<file path="src/rtl/ctrl_decode_pipe.sv">
// Instruction decode stage with a 2-entry skid buffer toward EX.
// Decodes RV32I control signals from the fetched word, holds up to two decoded
// entries (main + skid), and counts illegal instructions handed downstream.
// Optional feature: define CTRL_DECODE_MEXT_EN to decode RV32M (funct7 = 0000001).
module ctrl_decode_pipe #(
  parameter int unsigned PC_W  = 32,
  parameter int unsigned CNT_W = 8
) (
  input  logic             i_clk,
  input  logic             i_reset,
  input  logic [31:0]      i_instr,
  input  logic [PC_W-1:0]  i_pc,
  input  logic             i_vld,
  output logic             o_rdy,
  input  logic             i_rdy,
  input  logic             i_flush,
  output logic             o_vld,
  output logic [31:0]      o_instr,
  output logic [PC_W-1:0]  o_pc,
  output logic             o_rd_wren,
  output logic             o_mem_wren,
  output logic             o_br_un,
  output logic             o_lui_sel,
  output logic             o_isload,
  output logic             o_insn_vld,
  output logic [1:0]       o_opa_sel,
  output logic [1:0]       o_opb_sel,
  output logic [1:0]       o_wb_sel,
  output logic [4:0]       o_alu_op,
  output logic [CNT_W-1:0] o_illegal_cnt
);

  // Opcodes, instr[6:2]
  localparam logic [4:0] OpLoad   = 5'b00000;
  localparam logic [4:0] OpImm    = 5'b00100;
  localparam logic [4:0] OpAuipc  = 5'b00101;
  localparam logic [4:0] OpStore  = 5'b01000;
  localparam logic [4:0] OpReg    = 5'b01100;
  localparam logic [4:0] OpLui    = 5'b01101;
  localparam logic [4:0] OpBranch = 5'b11000;
  localparam logic [4:0] OpJalr   = 5'b11001;
  localparam logic [4:0] OpJal    = 5'b11011;

  localparam logic [4:0] AluAdd  = 5'd0;
  localparam logic [4:0] AluSub  = 5'd1;
  localparam logic [4:0] AluSll  = 5'd2;
  localparam logic [4:0] AluSlt  = 5'd3;
  localparam logic [4:0] AluSltu = 5'd4;
  localparam logic [4:0] AluXor  = 5'd5;
  localparam logic [4:0] AluSrl  = 5'd6;
  localparam logic [4:0] AluSra  = 5'd7;
  localparam logic [4:0] AluOr   = 5'd8;
  localparam logic [4:0] AluAnd  = 5'd9;

  localparam logic [1:0] SelReg = 2'b00;
  localparam logic [1:0] SelPc  = 2'b11;
  localparam logic [1:0] SelImm = 2'b11;
  localparam logic [1:0] WbLsu  = 2'b00;
  localparam logic [1:0] WbAlu  = 2'b01;
  localparam logic [1:0] WbPc4  = 2'b10;

  typedef struct packed {
    logic       rd_wren;
    logic       mem_wren;
    logic       br_un;
    logic       lui_sel;
    logic       isload;
    logic       insn_vld;
    logic [1:0] opa_sel;
    logic [1:0] opb_sel;
    logic [1:0] wb_sel;
    logic [4:0] alu_op;
  } ctrl_t;

  typedef struct packed {
    logic [31:0]     instr;
    logic [PC_W-1:0] pc;
    ctrl_t           ctrl;
  } entry_t;

  typedef enum logic [1:0] {StEmpty, StOne, StTwo} state_e;

  state_e           state_q, state_d;
  logic             rdy_q, rdy_d;
  logic             vld;
  entry_t           main_q, main_d;
  entry_t           skid_q, skid_d;
  logic [CNT_W-1:0] cnt_q, cnt_d;
  ctrl_t            dec_c;
  logic             legal;
  logic [2:0]       funct3;
  logic [6:0]       funct7;
  logic             acc, deq;

  // funct3 to ALU op; alt selects SUB/SRA where the encoding allows it
  function automatic logic [4:0] alu_of_f3(input logic [2:0] f3, input logic alt);
    logic [4:0] op;
    case (f3)
      3'd0:    op = alt ? AluSub : AluAdd;
      3'd1:    op = AluSll;
      3'd2:    op = AluSlt;
      3'd3:    op = AluSltu;
      3'd4:    op = AluXor;
      3'd5:    op = alt ? AluSra : AluSrl;
      3'd6:    op = AluOr;
      default: op = AluAnd;
    endcase
    return op;
  endfunction

  assign funct3 = i_instr[14:12];
  assign funct7 = i_instr[31:25];
  assign acc    = i_vld && rdy_q;
  assign deq    = vld && i_rdy;

  // Combinational decode of the incoming word; illegal words clear every control
  always_comb begin
    dec_c = '0;
    legal = 1'b0;
    case (i_instr[6:2])
      OpReg: begin
        dec_c.rd_wren = 1'b1;
        dec_c.wb_sel  = WbAlu;
        dec_c.opb_sel = SelReg;
        if (funct7 == 7'b0000000) begin
          legal        = 1'b1;
          dec_c.alu_op = alu_of_f3(funct3, 1'b0);
        end else if (funct7 == 7'b0100000 && (funct3 == 3'd0 || funct3 == 3'd5)) begin
          legal        = 1'b1;
          dec_c.alu_op = alu_of_f3(funct3, 1'b1);
`ifdef CTRL_DECODE_MEXT_EN
        end else if (funct7 == 7'b0000001) begin
          legal        = 1'b1;
          dec_c.alu_op = 5'd10 + {2'b00, funct3};
`endif
        end
      end
      OpImm: begin
        legal         = 1'b1;
        dec_c.rd_wren = 1'b1;
        dec_c.opb_sel = SelImm;
        dec_c.wb_sel  = WbAlu;
        dec_c.alu_op  = alu_of_f3(funct3, (funct3 == 3'd5) && i_instr[30]);
      end
      OpLoad: begin
        legal         = (funct3 != 3'd3) && (funct3 != 3'd6) && (funct3 != 3'd7);
        dec_c.rd_wren = 1'b1;
        dec_c.isload  = 1'b1;
        dec_c.opb_sel = SelImm;
        dec_c.wb_sel  = WbLsu;
      end
      OpStore: begin
        legal          = (funct3 == 3'd0) || (funct3 == 3'd1) || (funct3 == 3'd2);
        dec_c.mem_wren = 1'b1;
        dec_c.opb_sel  = SelImm;
      end
      OpBranch: begin
        legal         = (funct3 != 3'd2) && (funct3 != 3'd3);
        dec_c.opa_sel = SelPc;
        dec_c.opb_sel = SelImm;
        dec_c.br_un   = !funct3[2] || !funct3[1];
      end
      OpLui: begin
        legal         = 1'b1;
        dec_c.rd_wren = 1'b1;
        dec_c.lui_sel = 1'b1;
        dec_c.opb_sel = SelImm;
        dec_c.wb_sel  = WbAlu;
      end
      OpAuipc: begin
        legal         = 1'b1;
        dec_c.rd_wren = 1'b1;
        dec_c.opa_sel = SelPc;
        dec_c.opb_sel = SelImm;
        dec_c.wb_sel  = WbAlu;
      end
      OpJal: begin
        legal         = 1'b1;
        dec_c.rd_wren = 1'b1;
        dec_c.opa_sel = SelPc;
        dec_c.opb_sel = SelImm;
        dec_c.wb_sel  = WbPc4;
      end
      OpJalr: begin
        legal         = 1'b1;
        dec_c.rd_wren = 1'b1;
        dec_c.opa_sel = SelReg;
        dec_c.opb_sel = SelImm;
        dec_c.wb_sel  = WbPc4;
      end
      default: legal = 1'b0;
    endcase
    if (legal) begin
      dec_c.insn_vld = 1'b1;
    end else begin
      dec_c = '0;
    end
  end

  // Skid FSM state register
  always_ff @(posedge i_clk or posedge i_reset) begin
    if (i_reset) begin
      state_q <= StEmpty;
    end else begin
      state_q <= state_d;
    end
  end

  // Skid FSM next state; flush wins over every other transition
  always_comb begin
    state_d = state_q;
    if (i_flush) begin
      state_d = StEmpty;
    end else begin
      case (state_q)
        StEmpty: if (acc) state_d = StOne;
        StOne: begin
          if (acc && !deq)      state_d = StTwo;
          else if (deq && !acc) state_d = StEmpty;
        end
        StTwo:   if (deq) state_d = StOne;
        default: state_d = StEmpty;
      endcase
    end
  end

  // Skid FSM outputs: valid from current state, ready registered from next state
  always_comb begin
    vld   = (state_q != StEmpty);
    rdy_d = (state_d != StTwo);
  end

  // Entry movement: new words land in main (or skid when main is stalled)
  always_comb begin
    main_d = main_q;
    skid_d = skid_q;
    if (!i_flush) begin
      case (state_q)
        StEmpty: if (acc) main_d = '{instr: i_instr, pc: i_pc, ctrl: dec_c};
        StOne: begin
          if (acc && deq)  main_d = '{instr: i_instr, pc: i_pc, ctrl: dec_c};
          else if (acc)    skid_d = '{instr: i_instr, pc: i_pc, ctrl: dec_c};
        end
        StTwo:   if (deq) main_d = skid_q;
        default: main_d = main_q;
      endcase
    end
  end

  // Saturating count of illegal words consumed downstream
  always_comb begin
    cnt_d = cnt_q;
    if (deq && !main_q.ctrl.insn_vld && (cnt_q != '1)) begin
      cnt_d = cnt_q + CNT_W'(1);
    end
  end

  // Datapath and counter registers
  always_ff @(posedge i_clk or posedge i_reset) begin
    if (i_reset) begin
      rdy_q  <= 1'b1;
      main_q <= '0;
      skid_q <= '0;
      cnt_q  <= '0;
    end else begin
      rdy_q  <= rdy_d;
      main_q <= main_d;
      skid_q <= skid_d;
      cnt_q  <= cnt_d;
    end
  end

  assign o_rdy         = rdy_q;
  assign o_vld         = vld;
  assign o_instr       = main_q.instr;
  assign o_pc          = main_q.pc;
  assign o_rd_wren     = main_q.ctrl.rd_wren;
  assign o_mem_wren    = main_q.ctrl.mem_wren;
  assign o_br_un       = main_q.ctrl.br_un;
  assign o_lui_sel     = main_q.ctrl.lui_sel;
  assign o_isload      = main_q.ctrl.isload;
  assign o_insn_vld    = main_q.ctrl.insn_vld;
  assign o_opa_sel     = main_q.ctrl.opa_sel;
  assign o_opb_sel     = main_q.ctrl.opb_sel;
  assign o_wb_sel      = main_q.ctrl.wb_sel;
  assign o_alu_op      = main_q.ctrl.alu_op;
  assign o_illegal_cnt = cnt_q;

endmodule

</file>
<file path="config.mk">
export PLATFORM = sky130hd
export DESIGN_NAME = ctrl_decode_pipe
export DESIGN_NICKNAME = d
export VERILOG_FILES = /design/src/rtl/ctrl_decode_pipe.sv
export SDC_FILE = /design/constraint.sdc
export NUM_CORES = 1
export LEC_CHECK = 0
export CAP_MARGIN = 20
export CELL_PAD_IN_SITES_DETAIL_PLACEMENT = 1
export CELL_PAD_IN_SITES_GLOBAL_PLACEMENT = 2
export CORE_MARGIN = 4
export CORE_UTILIZATION = 33
export CTS_BUF_LIST = sky130_fd_sc_hd__clkbuf_8
export DETAILED_ROUTE_END_ITERATION = 7
export GPL_ROUTABILITY_DRIVEN = 0
export PLACE_DENSITY_LB_ADDON = 0.05
export SYNTH_ARGS = -nofsm -noshare
export SYNTH_HDL_FRONTEND = slang
export SYNTH_SLANG_ARGS = --single-unit
</file>
<file path="constraint.sdc">
create_clock -name i_clk -period 6.4 [get_ports i_clk]
set_input_delay 1.28 -clock i_clk [delete_from_list [all_inputs] [get_ports i_clk]]
set_output_delay 1.28 -clock i_clk [all_outputs]
set_load 0.03 [all_outputs]
</file>
==> results of run 1 <==
==> cell usage in the layout (no fill, tap or decap), types with 6 or more instances in the layout <==
| cell type | n |
|---|---|
| sky130_fd_sc_hd__clkdlybuf4s50_1 | 158 |
| sky130_fd_sc_hd__nand2_1 | 156 |
| sky130_fd_sc_hd__mux2_2 | 67 |
| sky130_fd_sc_hd__buf_4 | 8 |
| sky130_fd_sc_hd__a31oi_1 | 67 |
| sky130_fd_sc_hd__a21oi_1 | 8 |
| sky130_fd_sc_hd__nand3_1 | 9 |
| sky130_fd_sc_hd__o21ai_0 | 14 |
| sky130_fd_sc_hd__o31ai_1 | 8 |
| sky130_fd_sc_hd__and2_1 | 6 |
| sky130_fd_sc_hd__nor2_1 | 84 |
| sky130_fd_sc_hd__clkbuf_8 | 17 |
| sky130_fd_sc_hd__dfrtp_1 | 166 |
| sky130_fd_sc_hd__inv_1 | 6 |
==> synthesized netlist by cell type, types with 5 or more instances <==
library cell,count,area [sq um]
sky130_fd_sc_hd__xnor2_1,5,43.8
sky130_fd_sc_hd__a31oi_1,67,419
sky130_fd_sc_hd__clkbuf_1,18,67.6
sky130_fd_sc_hd__inv_1,6,22.5
sky130_fd_sc_hd__buf_2,28,140
sky130_fd_sc_hd__nand3_1,10,50.1
sky130_fd_sc_hd__nand2_1,157,589
sky130_fd_sc_hd__mux2_2,67,754
sky130_fd_sc_hd__a21oi_1,8,40.0
sky130_fd_sc_hd__o31ai_1,8,60.1
sky130_fd_sc_hd__mux2i_1,5,50.1
sky130_fd_sc_hd__nand2b_1,5,31.3
sky130_fd_sc_hd__nor2_1,84,315
sky130_fd_sc_hd__buf_4,5,37.5
sky130_fd_sc_hd__o21ai_0,14,70.1
sky130_fd_sc_hd__and2_1,6,37.5
sky130_fd_sc_hd__nand4_1,5,31.3
sky130_fd_sc_hd__dfrtp_1,166,4150
==> final cells by class <==
type                            count  area (sq um)  area share
Clock inverter                     14           175      0.0185
Sequential cell                   167          4180       0.441
Tap cell                          280           350      0.0370
Inverter                            6          27.5     0.00291
Clock buffer                       17           234      0.0247
Timing Repair Buffer              167          1660       0.175
Multi-Input combinational cell    480          2850       0.300
==> state kept, by name, indices dropped and copies added (netlist names) <==
signal         flops
o_alu_op           4
o_br_un            1
o_illegal_cnt      8
o_insn_vld         1
o_instr           32
o_isload           1
o_lui_sel          1
o_mem_wren         1
o_opa_sel          1
o_opb_sel          1
o_pc              32
o_rd_wren          1
o_rdy              1
o_wb_sel           2
skid_q            78
state_q            2
==> where the power goes <==
part / internal (W) / total (W) / switching, W
clock network: 0.000388 / 0.000804 / 0.000417
logic: 0.000396 / 0.000857 / 0.000461
registers: 0.00129 / 0.00143 / 0.000141
==> worst paths after layout <==
check,depth (start not counted),endpoint
worst min register to register,2,skid_q[5]$_DFFE_PP0P_
max in group asynchronous,3,skid_q[3]$_DFFE_PP0P_
worst max register to register,4,skid_q[23]$_DFFE_PP0P_
worst max-delay path,5,skid_q[23]$_DFFE_PP0P_
min in group asynchronous,2,o_illegal_cnt[0]$_DFFE_PP0P_
worst min-delay path,2,skid_q[5]$_DFFE_PP0P_
==> kinds of logic after synthesis <==
family	after synthesis	share of synthesized area
flip-flops	167	0.575
adder cells (fa/ha/maj)	1	0.00172
other	1	0.000516
XOR/XNOR	9	0.0108
AO/OA/AOI/OAI	115	0.104
AND/OR/NAND/NOR	282	0.161
buffers and inverters	57	0.0368
multiplexers	72	0.111
==> per-layer routing <==
| metal | vias up | global-route usage | wire (um) | share of wire |
|---|---|---|---|---|
| li1 | 2663 | - | - | - |
| met1 | 2913 | 0.207 | 8710 | 0.44 |
| met2 | 107 | 0.285 | 10000 | 0.50 |
| met3 | 22 | 0.0404 | 909 | 0.046 |
| met4 | 0 | 0.0500 | 303 | 0.015 |
| met5 | - | 0 | 0 | 0 |
==> worst register-to-register path: stages, from the launching register on <==
cell,delay (ps)
sky130_fd_sc_hd__dfstp_2,560
sky130_fd_sc_hd__and3b_1,290
sky130_fd_sc_hd__nand3_4,680
sky130_fd_sc_hd__buf_4,590
sky130_fd_sc_hd__mux2_2,340
==> per-stage QoR <==
stage                     utilization  total power [W]  setup slack, ps  cells  cell area (sq um)
final                           0.436          0.00309             3060   1131               9480
after global routing            0.436          0.00327             2890   1131               9480
after CTS                       0.435          0.00314             2820   1130               9460
after detailed placement        0.416          0.00232             2320   1099               9050
after global placement          0.416          0.00228             2350   1099               9050
after floorplan                     -          0.00194              603    704               7270
==> results.toml, run 1 <==
[clock_tree]
clkSlewWorstSetupHoldPaths_ps = 90
cts_hold_buffers = 0
cts.repair.resized = 0
cts_tree = "built"
tritoncts.num_buffers = 17
postCtsSetupBuffers = 0
cts.sinks = 167
clk_path_buf_depth = 2
clock_tree.root_cell = "sky130_fd_sc_hd__clkbuf_8"
worst_skew_pair.late_latency_ps = 460
htree_levels = 4

[timing]
finalWorstPathRequiredPeriod_ps = 3340
grt_setup_unrepaired = "no"
tightestPinTransition_ps = 896
timing.setup.tns_ps = 0
finalSetupViolations = 0
finalClockSkew_ps = 9.55
final.period_utilization = 0.522
finalHoldViolCount = 0
slew_headroom = 0.403
fin_hold_ws_ps = 481
max_clock_freq_mhz = 300
slew_violations = 0

[setup_path]
arrival_ps = 3680
max_stage_delay_ps = 680
timing.critical_path.required_ps = 6740
worstPathMaxFanout = 64
r2r_setup_slack_ps = 3840
worstSetupStartpoint = "i_vld"
critPathSlowestCell = "sky130_fd_sc_hd__nand3_4"
critical_path.cell_chain = "clkdlybuf4s50_1 -> and3b_1 -> nand3_4 -> buf_4 -> mux2_2"
worstSetupEndpointType = "flip-flop"
critPathLaunchType = "input port"
timing.critical_path.max_delay_family = "buffers and inverters"
crit_buf_inv = 2
worst_r2r_startpoint = "o_rdy$_DFF_PP1_"
category_of_the_most_critical_setup_path = "in -> reg"

[floorplan]
design.portCount = 160
die-area_sq_um = 24500
start_util = 0.334
core-area_sq_um = 21800
fp.dieH_um = 156
fp-row-count = 54
die_width_um = 156

[logic_synthesis]
async_flop_share = 1.00
yosys_warnings = 0
ys.flop_type = "sky130_fd_sc_hd__dfrtp_1"
ys_ff_latch = 167
synth_edf_count = 0
synth.yosys.seq_area_share = 0.575
ys_types = 46
netlist_instances = 704
synthesis.area_sq_um = 7270
synth.net_count = 774
postSynthAreaPerCell_sq_um = 10.3

[layout]
design.final.nets = 909
n_antenna_cell = 0
fill_cells = 2432
syn2layout_area_growth_pct = 30.3
layout_cells_sized_above_1 = 0.139

[power_and_ir_drop]
ir_worst_vdd_mv = 0.117
static-leakage-power_nw = 3.98
power.density_cell_area_nw_per_um2 = 326

[flow_run]
maxCapViolCount = 0

[global_routing]
grt_antenna_before_repair = 0
grt.total_usage = 0.166
grt_start_max_net_pins = 65
grt_overflow_total = 0
first_global_vias = 6118
grt_pass1_wl_um = 32400

[drt]
number_of_drc_markers_after_the_initial_detailed_route_iteration = 216
vias = 5705
wire_per_inst_um = 17.6
vias_per_cell = 5.04
antenna_nets_post_route = 0
drc = 0
detailedRoute.firstPassIterationCount = 4
wl_um = 20000

[min_path]
timing.hold.worst.class = "reg -> reg"
min-delay-start = "skid_q[5]$_DFFE_PP0P_"

[place]
place.port_buffers = 158
post-dp-hpwl_um = 13300

[status]
status = "finished, final reports clean"
Power figures use the tool's default switching activity.
==> run 2, diff against run 1 <==
- clock period: 6.4 -> 3.4 ns (I/O delays scaled with it)
==> results.toml, run 2 (same netlist as run 1, synthesis figures left out) <==
[status]
status = "finished, final reports clean"

[clock_tree]
htree_levels = 4
cts.sinks = 167
postCtsSetupBuffers = 0
cts_tree = "built"
worst_skew_pair.late_latency_ps = 450
cts_hold_buffers = 0
clkSlewWorstSetupHoldPaths_ps = 100
clk_path_buf_depth = 2
cts.repair.resized = 0
tritoncts.num_buffers = 17
clock_tree.root_cell = "sky130_fd_sc_hd__clkbuf_8"

[global_routing]
grt_start_max_net_pins = 72
grt_antenna_before_repair = 0
grt_pass1_wl_um = 32700
first_global_vias = 6187
grt.total_usage = 0.167
grt_overflow_total = 0

[setup_path]
r2r_cells = 6
arrival_ps = 1890
timing.critical_path.required_ps = 2720
critical_path.reg2reg.endpoint = "o_rd_wren$_DFFE_PP0P_"
r2r_setup_slack_ps = 1250
worstSetupEndpointType = "output pin"
worst_r2r_startpoint = "o_rdy$_DFF_PP1_"
worstPathMaxFanout = 5
category_of_the_most_critical_setup_path = "reg -> out"
critPathLaunchType = "flip-flop"

[timing]
tightestPinTransition_ps = 1020
finalSetupViolations = 0
finalWorstPathRequiredPeriod_ps = 2570
final.period_utilization = 0.755
slew_headroom = 0.318
slew_violations = 0
timing.setup.tns_ps = 0
max_clock_freq_mhz = 389
finalHoldViolCount = 0
grt_setup_unrepaired = "no"
finalClockSkew_ps = 14.9

[drt]
antenna_nets_post_route = 0
number_of_drc_markers_after_the_initial_detailed_route_iteration = 178
wire_per_inst_um = 17.5
vias = 5675
drc = 0
detailedRoute.firstPassIterationCount = 4
wl_um = 19900
vias_per_cell = 5.00

[min_path]
holdPathEnd = "skid_q[16]$_DFFE_PP0P_"
timing.hold.worst_path_depth = 2
min-delay-start = "skid_q[16]$_DFFE_PP0P_"
timing.hold.worst.class = "reg -> reg"

[floorplan]
core-area_sq_um = 21800
fp-row-count = 54
die-area_sq_um = 24500
die_width_um = 156
fp.dieH_um = 156
start_util = 0.334
design.portCount = 160

[layout]
design.final.nets = 912
layout_common_cells = "sky130_fd_sc_hd__dfrtp_1 (166), sky130_fd_sc_hd__clkdlybuf4s50_1 (158), sky130_fd_sc_hd__nand2_1 (156), sky130_fd_sc_hd__nor2_1 (84)"
n_antenna_cell = 0
postLayoutCellArea_sq_um = 9550
max_flop_register = "skid_q"
largest_reg_flops = 78
layout_cells_sized_above_1 = 0.143
layout_commonest_cell = "sky130_fd_sc_hd__dfrtp_1"
syn2layout_area_growth_pct = 31.3

[power_and_ir_drop]
power.density_cell_area_nw_per_um2 = 601
ir_worst_vdd_mv = 0.207
static-leakage-power_nw = 4.02

[place]
place.port_buffers = 158
post-dp-hpwl_um = 13400
dp_area_sq_um = 9160

[flow_run]
maxCapViolCount = 0
run 2: cell count changes in the layout (fill, tap and decap cells not counted), sizes merged:
cell      change
buf           +3
bufinv        -2
clkbuf        +1
clkinv        +4
clkinvlp      -3
inv           +1
run 2: final cells by class:
cell class / instances / area [sq um]
Clock buffer: 18 / 248
Clock inverter: 14 / 140
Fill cell: 2403 / 12200
Inverter: 6 / 26.3
Multi-Input combinational cell: 480 / 2850
Sequential cell: 167 / 4180
Tap cell: 280 / 350
Timing Repair Buffer: 170 / 1760
run 2: worst max-delay path, stage by stage (launching register included):
cell and delay [ps]:
sky130_fd_sc_hd__dfrtp_1 480, sky130_fd_sc_hd__or2_2 350, sky130_fd_sc_hd__clkdlybuf4s50_1 600
run 2: worst max-delay path by stage:
stage,startpoint,to,slack (ps),cells past startpoint
5_1_grt,state_q[0]$_DFF_PP0_,o_vld,740,2
3_5_place_dp,i_vld,o_rd_wren$_DFFE_PP0P_,600,7
6_report,state_q[0]$_DFF_PP0_,o_vld,830,2
4_1_cts,state_q[0]$_DFF_PP0_,o_vld,780,2
3_3_place_gp,i_vld,o_opa_sel[0]$_DFFE_PP0P_,680,7
2_1_floorplan,i_reset,o_alu_op[0]$_DFFE_PP0P_,590,1
run 2: routing by layer:
layer	wire length [um]	track usage
met1	8850	0.213
met2	9870	0.285
met3	966	0.0462
met4	170	0.0388
met5	0	0
run 2: per-stage QoR:
stage | setup WS [ps] | power [W] | utilization | std cells | hold slack [ps]
after floorplan | 594 | 0.00366 | - | 704 | 440
after global placement | 680 | 0.00431 | 0.421 | 1103 | 452
after detailed placement | 596 | 0.00440 | 0.421 | 1103 | 468
after CTS | 779 | 0.00584 | 0.439 | 1135 | 491
after global routing | 741 | 0.00609 | 0.439 | 1135 | 517
final | 832 | 0.00574 | 0.439 | 1135 | 484
run 2: where the power goes:
part           switching, W  internal (W)  leakage [nW]
sequential         0.000270       0.00243          2.01
combinational      0.000876      0.000755          1.82
clock              0.000798      0.000619         0.198
==> run 3, diff against run 2 <==
- clock period: 3.4 -> 2.6 ns (I/O delays scaled with it)
==> results.toml, run 3 (same netlist as run 1, synthesis figures left out) <==
[place]
post-dp-hpwl_um = 14200
place.port_buffers = 158
dp.cells = 1115

[global_routing]
grt_overflow_total = 0
grt.total_usage = 0.170
first_global_vias = 6297
grt_start_max_net_pins = 49
grt_pass1_wl_um = 33300
grt_antenna_before_repair = 0

[clock_tree]
postCtsSetupBuffers = 0
cts.sinks = 167
worst_skew_pair.late_latency_ps = 460
clk_path_buf_depth = 2
tritoncts.num_buffers = 17
cts_hold_buffers = 0
cts.repair.resized = 0
cts_tree = "built"
htree_levels = 4
clkSlewWorstSetupHoldPaths_ps = 100
clock_tree.root_cell = "sky130_fd_sc_hd__clkbuf_8"

[floorplan]
fp-row-count = 54
die_width_um = 156
core-area_sq_um = 21800
die-area_sq_um = 24500
fp.dieH_um = 156
start_util = 0.334
design.portCount = 160

[timing]
timing.setup.tns_ps = 0
slew_headroom = 0.571
grt_setup_unrepaired = "no"
max_clock_freq_mhz = 414
slew_violations = 0
fin_hold_ws_ps = 476
tightestPinTransition_ps = 641
finalWorstPathRequiredPeriod_ps = 2410
final.period_utilization = 0.928
finalClockSkew_ps = 14.3
finalHoldViolCount = 0
finalSetupViolations = 0

[layout]
n_antenna_cell = 0
layout_common_cells = "sky130_fd_sc_hd__dfrtp_1 (166), sky130_fd_sc_hd__clkdlybuf4s50_1 (158), sky130_fd_sc_hd__nand2_1 (156), sky130_fd_sc_hd__nor2_1 (84)"
syn2layout_area_growth_pct = 33.0
fill_cells = 2417
design.final.nets = 924
final_cells = 1147
layout_commonest_cell = "sky130_fd_sc_hd__dfrtp_1"
layout_cells_sized_above_1 = 0.155
final-seq-area_sq_um = 4180
max_flop_register = "skid_q"
multi_input_area_sq_um = 2850
largest_reg_flops = 78

[setup_path]
worstPathMaxFanout = 5
category_of_the_most_critical_setup_path = "reg -> out"
critPathSlowestCell = "sky130_fd_sc_hd__clkdlybuf4s50_1"
critPathLaunchType = "flip-flop"
timing.critical_path.max_delay_family = "buffers and inverters"
arrival_ps = 1890
worstSetupEndpointType = "output pin"
crit_buf_inv = 1
critical_path.cell_chain = "or2_2 -> clkdlybuf4s50_1"
max_stage_delay_ps = 600
timing.critical_path.required_ps = 2080

[min_path]
timing.hold.worst.class = "reg -> reg"

[power_and_ir_drop]
pwr-share-seq = 0.465
ir_worst_vdd_mv = 0.317
total_switching_power_w = 0.00260
power.density_cell_area_nw_per_um2 = 784
switching_share = 0.343
power.combinational.fraction = 0.283
share_clk_of_total_power = 0.251
total_power_w = 0.00758
static-leakage-power_nw = 4.10
power_internal_w = 0.00498

[status]
status = "finished, final reports clean"

[drt]
drc = 0
wire_per_inst_um = 17.6
wl_um = 20200
vias_per_cell = 5.03
vias = 5765
antenna_nets_post_route = 0
number_of_drc_markers_after_the_initial_detailed_route_iteration = 156
detailedRoute.firstPassIterationCount = 4

[flow_run]
maxCapViolCount = 0
## run 3: cell count changes in the layout (fill, tap and decap cells not counted), sizes merged
cell and delta:
buf +12, inv +5, clkinv -3, clkbuf -1, clkinvlp -1
## run 3: metrics by stage
step	setup slack, ps	instance area (sq um)	util
detailed placement	138	9280	0.426
floorplan	-45.9	7280	-
finish	186	9670	0.444
CTS	124	9670	0.444
global placement	203	9280	0.426
global route	97.8	9670	0.444
## run 3: cell type report
| cell class | count | share of cell area |
|---|---|---|
| clock inverter | 15 | 0.0163 |
| timing repair buffer | 182 | 0.194 |
| sequential | 167 | 0.432 |
| inverter | 6 | 0.00272 |
| clock buffer | 17 | 0.0242 |
| tap | 280 | 0.0362 |
| multi-input combinational | 480 | 0.294 |
## run 3: worst paths after layout
kind	from	endpoint	slack, ps	depth (start not counted)
max	state_q[0]$_DFF_PP0_	o_vld	190	2
min	skid_q[5]$_DFFE_PP0P_	skid_q[5]$_DFFE_PP0P_	480	2
max reg2reg	o_rdy$_DFF_PP1_	o_pc[3]$_DFFE_PP0P_	660	7
min reg2reg	skid_q[5]$_DFFE_PP0P_	skid_q[5]$_DFFE_PP0P_	480	2
max in group asynchronous	i_reset	skid_q[47]$_DFFE_PP0P_	1450	3
min in group asynchronous	i_reset	state_q[0]$_DFF_PP0_	490	2
## run 3: worst min-delay path, cell delays in order, from the launching register on
cell,delay [ps]
sky130_fd_sc_hd__dfrtp_1,350
sky130_fd_sc_hd__nand2_1,50
sky130_fd_sc_hd__o31ai_1,50
## run 3: routing by layer
layer / wire length (um) / track usage / vias to the layer above
met5: 0 / 0 / -
met4: 316 / 0.0508 / 0
met3: 998 / 0.0456 / 24
met2: 9900 / 0.285 / 120
met1: 9010 / 0.217 / 2917
li1: - / - / 2704
## run 3: power groups by stage
stage / Clock [W] / Sequential, W / Combinational [W]
final: 0.00190 / 0.00353 / 0.00215
after global routing: 0.00211 / 0.00361 / 0.00232
after CTS: 0.00200 / 0.00354 / 0.00219
after detailed placement: 0 / 0.00359 / 0.00218
after global placement: 0 / 0.00354 / 0.00212
after floorplan: 0 / 0.00402 / 0.000762
==> RTL change (flow settings as in run 2) <==
Change the parameter `PC_W` from 32 to 16.
--- a/src/rtl/ctrl_decode_pipe.sv
+++ b/src/rtl/ctrl_decode_pipe.sv
@@ -5,3 +5,3 @@
 module ctrl_decode_pipe #(
-  parameter int unsigned PC_W  = 32,
+  parameter int unsigned PC_W  = 16,
   parameter int unsigned CNT_W = 8
Ports: changed (resized i_pc and o_pc); port bits go from 160 to 128. The function was not compared with the original's and may differ.
==> RTL change against run 2 <==
Sequential power fell by 19%; worst setup slack improved by 0.13 ns; hold slack worse by 0.0059 ns; wire length fell by 17%; area after synthesis down 17%; clock skew shrank 0.0042 ns; sequential share of layout area decreased by 1.1 points; power fell by 14%; cell area shrank 17%; non-clock buffer count down 32; critical path depth rose by 4; sequential cell count shrank 32.
==> RTL change: results (changes against run 2) <==
# nets final = 761 (-17%)
iteration-0 DRC count of the detailed router = 172 (-3.4%)
Hold Path Origin = skid_q[5]$_DFFE_PP0P_
max reg flops = 62 (-21%)
Avg WL per Cell = 17.36 um (-0.78%)
dpl cells = 917 (-17%)
Critical Path AT = 2.74 ns (+0.85 ns)
post-synthesis mux area share = 0.09705 (-0.01359)
via count = 4734 (-17%)
Slew @ Worst Pin = 1.027 ns (+0.006661 ns)
met3 WL = 746 um (-23%)
Post-synth top cells = dfrtp_1, nand2_1, nor2_1
grt met2 use = 0.2582 (-0.02677)
Syn Nets = 648 (-16%)
hold slack = 0.4782 ns (-0.005938 ns)
share of layout cells above drive strength 1 = 0.1444 (+0.001754)
final cell count without fillers = 949 (-16%)
fillers = 2004 (-17%)
met1 Use GR = 0.2276 (+0.01478)
placed cell areas = 7522 sq um (-18%)
Worst Path Max Fanout = 9 (+4)
leakage power = 0.003336 uW (-17%)
Met2 Wirelength = 7.611 mm (-23%)
Clk pin slew, worst setup/hold paths = 0.08 ns (-0.02 ns)
status = finished, final reports clean
GR Util met3 = 0.04493 (-0.001259)
Detail Placement HPWL = 10.95 mm (-18%)
Worst Hold Path EP = skid_q[5]$_DFFE_PP0P_
Seq/Total Area, Yosys = 0.5577 (-0.01713)
Cell Pwr Density = 624.8 nW/um^2 (+3.9%)
-- RTL change: final cells by class --
type / count / share of cell area
clock buffer: 18 / 0.03125
clock inverter: 14 / 0.02004
inverter: 7 / 0.003787
multi-input combinational: 408 / 0.3106
sequential: 135 / 0.4262
tap: 229 / 0.03614
timing repair buffer: 138 / 0.1720
-- RTL change: kinds of logic (layout without fill, tap and decap cells) --
group | after synthesis | count (layout)
mux | 52 | 52
xor+xnor | 10 | 10
simple gates | 236 | 236
other cells | 1 | 1
buf+inv | 51 | 177
compound gates | 108 | 108
fa+ha+maj | 1 | 1
flops | 135 | 135
-- RTL change: worst max-delay path: stages --
cell             delay [ns]
clkdlybuf4s50_1        0.64
and3b_1                0.28
nand2_1                0.17
o2111ai_1              0.22
nor3_2                 0.58
o211ai_1               0.18
-- RTL change: power breakdown --
group / switching [uW] / leakage (uW) / internal [uW]
Sequential: 218 / 0.00163 / 1960
Clock: 659 / 0.000211 / 738
Combinational: 745 / 0.00150 / 631
-- RTL change: worst max path at each step --
stage,slack (ns),depth (start not counted),endpoint,startpoint
finish,0.96,6,o_insn_vld$_DFFE_PP0P_,i_instr[4]
global route,0.70,6,o_wb_sel[0]$_DFFE_PP0P_,i_instr[12]
CTS,0.98,6,skid_q[12]$_DFFE_PP0P_,i_vld
detailed placement,0.49,6,skid_q[9]$_DFFE_PP0P_,i_instr[12]
global placement,0.58,6,o_wb_sel[0]$_DFFE_PP0P_,i_instr[4]
floorplan,1.04,1,o_alu_op[0]$_DFFE_PP0P_,i_reset
